## config.mk

```make
export PLATFORM = sky130hd
export DESIGN_NAME = id_scoreboard
export DESIGN_NICKNAME = d
export VERILOG_FILES = /design/src/rtl/id_scoreboard.sv
export SDC_FILE = /design/constraint.sdc
export NUM_CORES = 1
export LEC_CHECK = 0
export CORE_ASPECT_RATIO = 0.6
export CORE_MARGIN = 1.5
export CORE_UTILIZATION = 40
export CTS_CLUSTER_SIZE = 25
export DETAILED_ROUTE_END_ITERATION = 8
export PLACE_DENSITY = 0.61
export SLEW_MARGIN = 5
export SYNTH_ARGS = -nofsm -noshare
export SYNTH_HDL_FRONTEND = slang
export SYNTH_SLANG_ARGS = --single-unit
```

## constraint.sdc

```tcl
create_clock -name clk -period 4.74 [get_ports clk]
set_input_delay 0.711 -clock clk [delete_from_list [all_inputs] [get_ports clk]]
set_output_delay 0.711 -clock clk [all_outputs]
set_load 0.1 [all_outputs]
```

## src/rtl/id_scoreboard.sv

```systemverilog
// id_scoreboard: GPR pending-write scoreboard and ID->EX issue control.
// Stalls ID on RAW hazards or pending-counter overflow; writeback
// releases entries, flush clears all tracking.
// Ports: clk, rst_n (async low); id_valid/id_ready/id_issue handshake;
// id_r1_*/id_r2_* sources, id_rd_* destination; ex_allowin from EX;
// wb_valid/wb_addr release; flush; inflight_cnt; sticky sb_err.
// Optional macro SB_WB_BYPASS_EN: same-cycle writeback clears a hazard.
module id_scoreboard #(
    parameter int NREG         = 32,
    parameter int CNT_W        = 2,
    parameter int MAX_INFLIGHT = 4
) (
    input  logic       clk,
    input  logic       rst_n,
    input  logic       id_valid,
    output logic       id_ready,
    input  logic       id_r1_en,
    input  logic [4:0] id_r1_addr,
    input  logic       id_r2_en,
    input  logic [4:0] id_r2_addr,
    input  logic       id_rd_en,
    input  logic [4:0] id_rd_addr,
    input  logic       ex_allowin,
    output logic       id_issue,
    input  logic       wb_valid,
    input  logic [4:0] wb_addr,
    input  logic       flush,
    output logic [2:0] inflight_cnt,
    output logic       sb_err
);

    localparam logic [CNT_W-1:0] CNT_MAX = {CNT_W{1'b1}};
    localparam logic [2:0]       INF_MAX = 3'(MAX_INFLIGHT);

    logic [CNT_W-1:0] cnt   [1:NREG-1];
    logic [CNT_W-1:0] cnt_v [NREG];
    logic [2:0]       inflight;

    logic [CNT_W-1:0] c1, c2, crd, cwb;
    logic             byp1, byp2;
    logic             busy1, busy2, raw, full;
    logic             inc, dec, wb_err;

    // Flat view with r0 pinned to zero so any index is a legal read.
    always_comb begin
        cnt_v[0] = '0;
        for (int i = 1; i < NREG; i++) begin
            cnt_v[i] = cnt[i];
        end
    end

    always_comb begin
        c1  = cnt_v[id_r1_addr];
        c2  = cnt_v[id_r2_addr];
        crd = cnt_v[id_rd_addr];
        cwb = cnt_v[wb_addr];
`ifdef SB_WB_BYPASS_EN
        // Last pending write retiring now: regfile write-through
        // supplies the value, so the reader need not wait.
        byp1 = wb_valid && (wb_addr == id_r1_addr) && (c1 == 1);
        byp2 = wb_valid && (wb_addr == id_r2_addr) && (c2 == 1);
`else
        byp1 = 1'b0;
        byp2 = 1'b0;
`endif
        busy1 = (id_r1_addr != 0) && (c1 != 0) && !byp1;
        busy2 = (id_r2_addr != 0) && (c2 != 0) && !byp2;
        raw   = (id_r1_en && busy1) || (id_r2_en && busy2);
        // A saturated destination may still accept if it retires now.
        full  = id_rd_en && (id_rd_addr != 0) &&
                (((crd == CNT_MAX) &&
                  !(wb_valid && (wb_addr == id_rd_addr))) ||
                 ((inflight == INF_MAX) && !wb_valid));
        id_ready = ex_allowin && !raw && !full && !flush;
        id_issue = id_valid && id_ready;
        inc      = id_issue && id_rd_en && (id_rd_addr != 0);
        dec      = wb_valid && (wb_addr != 0) && (cwb != 0);
        wb_err   = wb_valid && (wb_addr != 0) && (cwb == 0);
    end

    always_ff @(posedge clk or negedge rst_n) begin
        if (!rst_n) begin
            for (int i = 1; i < NREG; i++) begin
                cnt[i] <= '0;
            end
            inflight <= '0;
            sb_err   <= 1'b0;
        end else if (flush) begin
            for (int i = 1; i < NREG; i++) begin
                cnt[i] <= '0;
            end
            inflight <= '0;
        end else begin
            for (int i = 1; i < NREG; i++) begin
                if (inc && (id_rd_addr == 5'(i)) &&
                    !(dec && (wb_addr == 5'(i)))) begin
                    cnt[i] <= cnt[i] + 1'b1;
                end else if (dec && (wb_addr == 5'(i)) &&
                             !(inc && (id_rd_addr == 5'(i)))) begin
                    cnt[i] <= cnt[i] - 1'b1;
                end
            end
            if (inc && !dec) begin
                inflight <= inflight + 3'd1;
            end else if (dec && !inc) begin
                inflight <= inflight - 3'd1;
            end
            if (wb_err) begin
                sb_err <= 1'b1;
            end
        end
    end

    assign inflight_cnt = inflight;

endmodule

```

* Word-level counts from Yosys, hierarchy flattened *
Index checks and enable logic that the tools add are counted.

storage, ports and cells
  register bits after elaboration = 66
  input port bits = 29
  output and inout bits = 6
  word-level logic and storage cells = 505

operators by class
  add/sub/neg operators = 64
  order comparisons = 4
  equality and inequality tests = 65
  multiplexer cells = 78
  bitwise operators = 5
  reductions and logical operators = 256

operators by type and width
  kind                   number
  $eq A5 B5 Y1 const B   32
  $logic_and A1 B1 Y1    144
  $mux W2                70
  $reduce_bool A3 Y1     32
  $eq A5 B4 Y1 const B   16
  $logic_not A1 Y1       69
  $add A2 B1 Y2 const B  31
  $mux W62               1
  $sub A2 B1 Y2 const B  31
  $bmux W2 S5            4
  $eq A5 B3 Y1 const B   8
  $ge A6 B6 Y1 const B   4
  $not A5 Y6             4
  $eq A5 B2 Y1 const B   4
  $reduce_bool A5 Y1     4
  $eq A5 B1 Y1 const B   2
  $mux W3                3
  $reduce_bool A2 Y1     3
  $eq A5 B5 Y1           1
  $add A3 B1 Y3 const B  1
  $eq A3 B3 Y1 const B   1
  $sub A3 B1 Y3 const B  1
  $eq A2 B2 Y1 const B   1
  $logic_not A2 Y1       1
  3 further kinds        4

* Depth between registers and ports, before layout *
  depth after elaboration = 21
  depth in mapped cells = 17
  mapped depth without buffers = 12

* Least setup slack after synthesis *
OpenSTA, ideal clock, no wires.

  path kind = input to output
  start point = input port id_r2_addr[2]
  end point = output port id_issue
  arrival time = 3859 ps
  required time = 4029 ps
  setup slack = 170 ps
  stages = 10
  path buffers = 3
  cells stage by stage = buf_2 > clkbuf_1 > nor2b_1 > o21ai_0 > o2111ai_1 > a311oi_1 > nor3_1 > clkbuf_1 > and3_1 > and2_1

on the way
  word-level cells in the longest chain between the ends = 13
  elaborated cells on any way between the ends = 14
  classes of those cells = mux (3); bitwise (1); reduce/logical (10)

RTL lines
  what                                        RTL line  text
  start, declared                             20        input logic [4:0] id_r2_addr,
  $not A5 Y6 (implied by the code)            54        c2 = cnt_v[id_r2_addr];
  $bmux W2 S5                                 54
  $mux W2 (implied by the code) (2 in a row)  54
  $reduce_bool A2 Y1                          67        busy2 = (id_r2_addr != 0) && (c2 != 0) && !byp2;
  $logic_and A1 B1 Y1 (*)                     67
  $logic_and A1 B1 Y1 (*)                     68        raw = (id_r1_en && busy1) || (id_r2_en && busy2);
  $logic_or A1 B1 Y1 (*)                      68
  $logic_not A1 Y1 (*)                        74        id_ready = ex_allowin && !raw && !full && !flush;
  $logic_and A1 B1 Y1 (*) (3 in a row)        74
  via id_ready                                16        output logic id_ready,
  $logic_and A1 B1 Y1 (*)                     75        id_issue = id_valid && id_ready;
  end, declared                               24        output logic id_issue,

Mark *: on every way through the listed nets, which the timed path passes. The rest lies on a longest branch. The select of a mux whose other input is x is not followed.

* Worst setup path in the final report *
  start point = input port id_r2_addr[2]
  end point = output port id_issue

on the way
  word-level cells in the longest chain between the ends = 13
  elaborated cells on any way between the ends = 14
  classes of those cells = mux (3); bitwise (1); reduce/logical (10)

RTL lines
  what                                        RTL line
  $not A5 Y6 (implied by the code)            54
  $bmux W2 S5                                 54
  $mux W2 (implied by the code) (2 in a row)  54
  $reduce_bool A2 Y1                          67
  $logic_and A1 B1 Y1 (*)                     67
  $logic_and A1 B1 Y1 (*)                     68
  $logic_or A1 B1 Y1 (*)                      68
  $logic_not A1 Y1 (*)                        74
  $logic_and A1 B1 Y1 (*) (3 in a row)        74
  $logic_and A1 B1 Y1 (*)                     75

Mark *: on every way between the ends. The rest lies on a longest branch, timed or not. The select of a mux whose other input is x is not followed.

==> flow_metrics.tcl <==
set metrics [dict create \
    status "finished, final reports clean" \
    clock-skew-final_ns 0.00924 \
    firstDrtPassIters 5 \
    synth-simple-area-share 0.329 \
    layout_commonest_cell "nor2_1" \
    avgRoutedWirePerCell_um 23.0 \
    io_pins 35 \
    slew_headroom 0.345 \
    core_area_um2 14500 \
    ant_nets 0 \
    min_period_ns 4.50 \
    max-vdd-ir-drop_uv 171 \
    syn_nets 766 \
    syn_inst 736 \
    die_x_um 160 \
    port_buffers 34 \
    nets 786 \
    post-place-ws_ns 0.427 \
    tns_ns 0 \
    yosys.area_share.xor_xnor 0.0678 \
    drc_errors 0 \
    synth_edf_count 0 \
    critPathKind "primary input to output pin" \
    cellInternalPower_uw 1090 \
    switching_share 0.307 \
    ys_ff_latch 66 \
    pwr-share-comb 0.190 \
    cts-resized-gates 0 \
    cts_buffers 9 \
    clock_sinks 66 \
    yosys-top-cells-area "dfrtp_1 28%, mux4_2 5.7%, nor2_1 4.7%" \
    initial_core_util 0.410 \
    crit_fanout 15 \
    yosysWarnings 0 \
    grt_overflow 0 \
    drt_wl_total_mm 22.0 \
    num_rows 34 \
    cts_hold_buf 0 \
    clk_pin_slew_ns 0.06 \
    grt_pass1_vias 5845 \
    synth_area_per_cell_um2 8.08 \
    synth_cell_types 67 \
    power_uw 1570 \
    synth_mux_area_frac 0.0798 \
    clockBufferDepth 2 \
    yosys.area.top_type_share 0.278 \
    vias 6212 \
    setup_ws_ns 0.237 \
    cp.required_ns 4.03 \
    die_area_um2 15600 \
    setup_viol 0 \
    antenna_found_initial 0 \
    synth_compound_area_frac 0.192 \
    tightestPinTransition_ns 0.980 \
    yosysTopAreaCell "dfrtp_1" \
    endpoint_kind "output pin" \
    syn_to_final_growth_pct 15.3 \
    hold_violations 0 \
    hpwlAfterDp_mm 16.6 \
    vias_per_cell 6.48 \
    power_density_nw_per_um2 229 \
    synth_top_flop_cell "dfrtp_1" \
    globalRouteTotalUtil 0.287 \
    drt_iter0_drc 646 \
    die_h_um 97.4 \
    grt_setup_unrepaired "false" \
    fmax_ghz 0.222 \
    antenna_cells 0 \
    cts.htree.levels 3 \
    drv_slew 0 \
    clk_latency_ns 0.34 \
    seqPwrFrac 0.366 \
    power.leakage_uw 0.00257 \
    yosysSeqAreaShare 0.278 \
    cts_root_buffer "clkbuf_16" \
    cts_setup_buffers 0 \
    grt_max_degree 82 \
    hp-class "register to register" \
    n_fill_cell 1410 \
    finalCritPeriodShare 0.950 \
    crit_arrival_ns 3.79 \
    synth_adder_area_share 0.00337 \
    grt_pass1_wl_mm 34.0 \
    globalplace.congestion 0.931 \
    p_sw_uw 483 \
    drive_above_1_share 0.120 \
    cts_tree "yes" \
    clock_power_share 0.444 \
    syn_area_um2 5940 \
    synth_top_family_by_area "simple AND/OR/NAND/NOR gates" \
    startpoint_type "primary input" \
    layout_common_cells "75 x nor2_1, 66 x dfrtp_1, 47 x nand2_1" \
    synthArstFlopShare 1.00 \
    cap_violations 0 \
]
## path summary, 6_finish.rpt
check                                     from                     endpoint  slack [ns]  cells after the start
setup reg to reg           cnt[18]$_DFFE_PN0P_  inflight_cnt[1]$_DFFE_PN0P_        0.95                      9
max in group asynchronous                rst_n          cnt[42]$_DFFE_PN0P_        3.23                      2
hold / removal              sb_err$_DFFE_PN0P_           sb_err$_DFFE_PN0P_        0.47                      1
hold reg to reg             sb_err$_DFFE_PN0P_           sb_err$_DFFE_PN0P_        0.47                      1
setup / recovery                 id_r2_addr[2]                     id_issue        0.24                     10
min in group asynchronous                rst_n          cnt[17]$_DFFE_PN0P_        0.52                      1
## sequential cells by signal, indices dropped and copies added (netlist names)
name          cells
inflight_cnt      3
sb_err            1
cnt              62
## layer usage
metal / part of all wire / up-vias / wire [um] / track usage
met4: 0.013 / 0 / 277 / 0.0496
met2: 0.39 / 396 / 8570 / 0.382
li1: - / 2780 / - / -
met3: 0.14 / 33 / 2980 / 0.103
met1: 0.46 / 3003 / 10200 / 0.439
met5: 0 / - / 0 / 0
## kinds of logic after synthesis
kind of cell,count (synthesis)
AO/OA/AOI/OAI,160
XOR/XNOR,46
adder cells (fa/ha/maj),1
buffers and inverters,76
flip-flops,66
multiplexers,26
AND/OR/NAND/NOR,361
## layout make-up
class                      count  area [um2]  share of cell area
multi-input combinational    594        3990               0.583
sequential                    66        1650               0.241
inverter                      24        90.1              0.0131
timing repair buffer          61         566              0.0825
tap                          198         248              0.0362
clock inverter                 6        66.3             0.00968
clock buffer                  10         239              0.0349
## worst max-delay path, cell delays in order
cell	delay [ns]
clkdlybuf4s50_1	0.72
nor3_1	0.33
a21oi_1	0.09
o2111ai_1	0.23
a311oi_1	0.16
nor3_1	0.61
buf_4	0.30
and3_1	0.25
and2_1	0.20
buf_12	0.18
## metrics by stage
| step | hold WS [ns] | area [um2] | util | cells |
|---|---|---|---|---|
| floorplan | 0.415 | 5940 | - | 736 |
| global placement | 0.456 | 6550 | 0.451 | 943 |
| detailed placement | 0.455 | 6550 | 0.451 | 943 |
| CTS | 0.470 | 6850 | 0.472 | 959 |
| global route | 0.510 | 6850 | 0.472 | 959 |
| finish | 0.466 | 6850 | 0.472 | 959 |
## power by group through the flow
stage | clock (uW) | sequential [uW] | combinational (uW)
after CTS | 706 | 575 | 291
after floorplan | 0 | 602 | 156
after global placement | 0 | 584 | 285
after global routing | 736 | 575 | 317
after detailed placement | 0 | 585 | 289
final | 697 | 575 | 298
## synthesized netlist by cell type, drive strengths merged, types with 9 or more instances
master and instances:
nand4 20, nand2b 19, xnor2 27, nor2b 26, nor3 45, and3 13, and2 22, a21oi 28
o2111ai 14, nand2 47, or2 9, a31oi 14, mux4 16, nor4 13, inv 24, nand3 25
o211ai 21, buf 13, nor2 75, clkbuf 39, nor3b 12, o21ai 23, dfrtp 66, xor2 19
No activity file was read; power rests on OpenSTA's default activity.
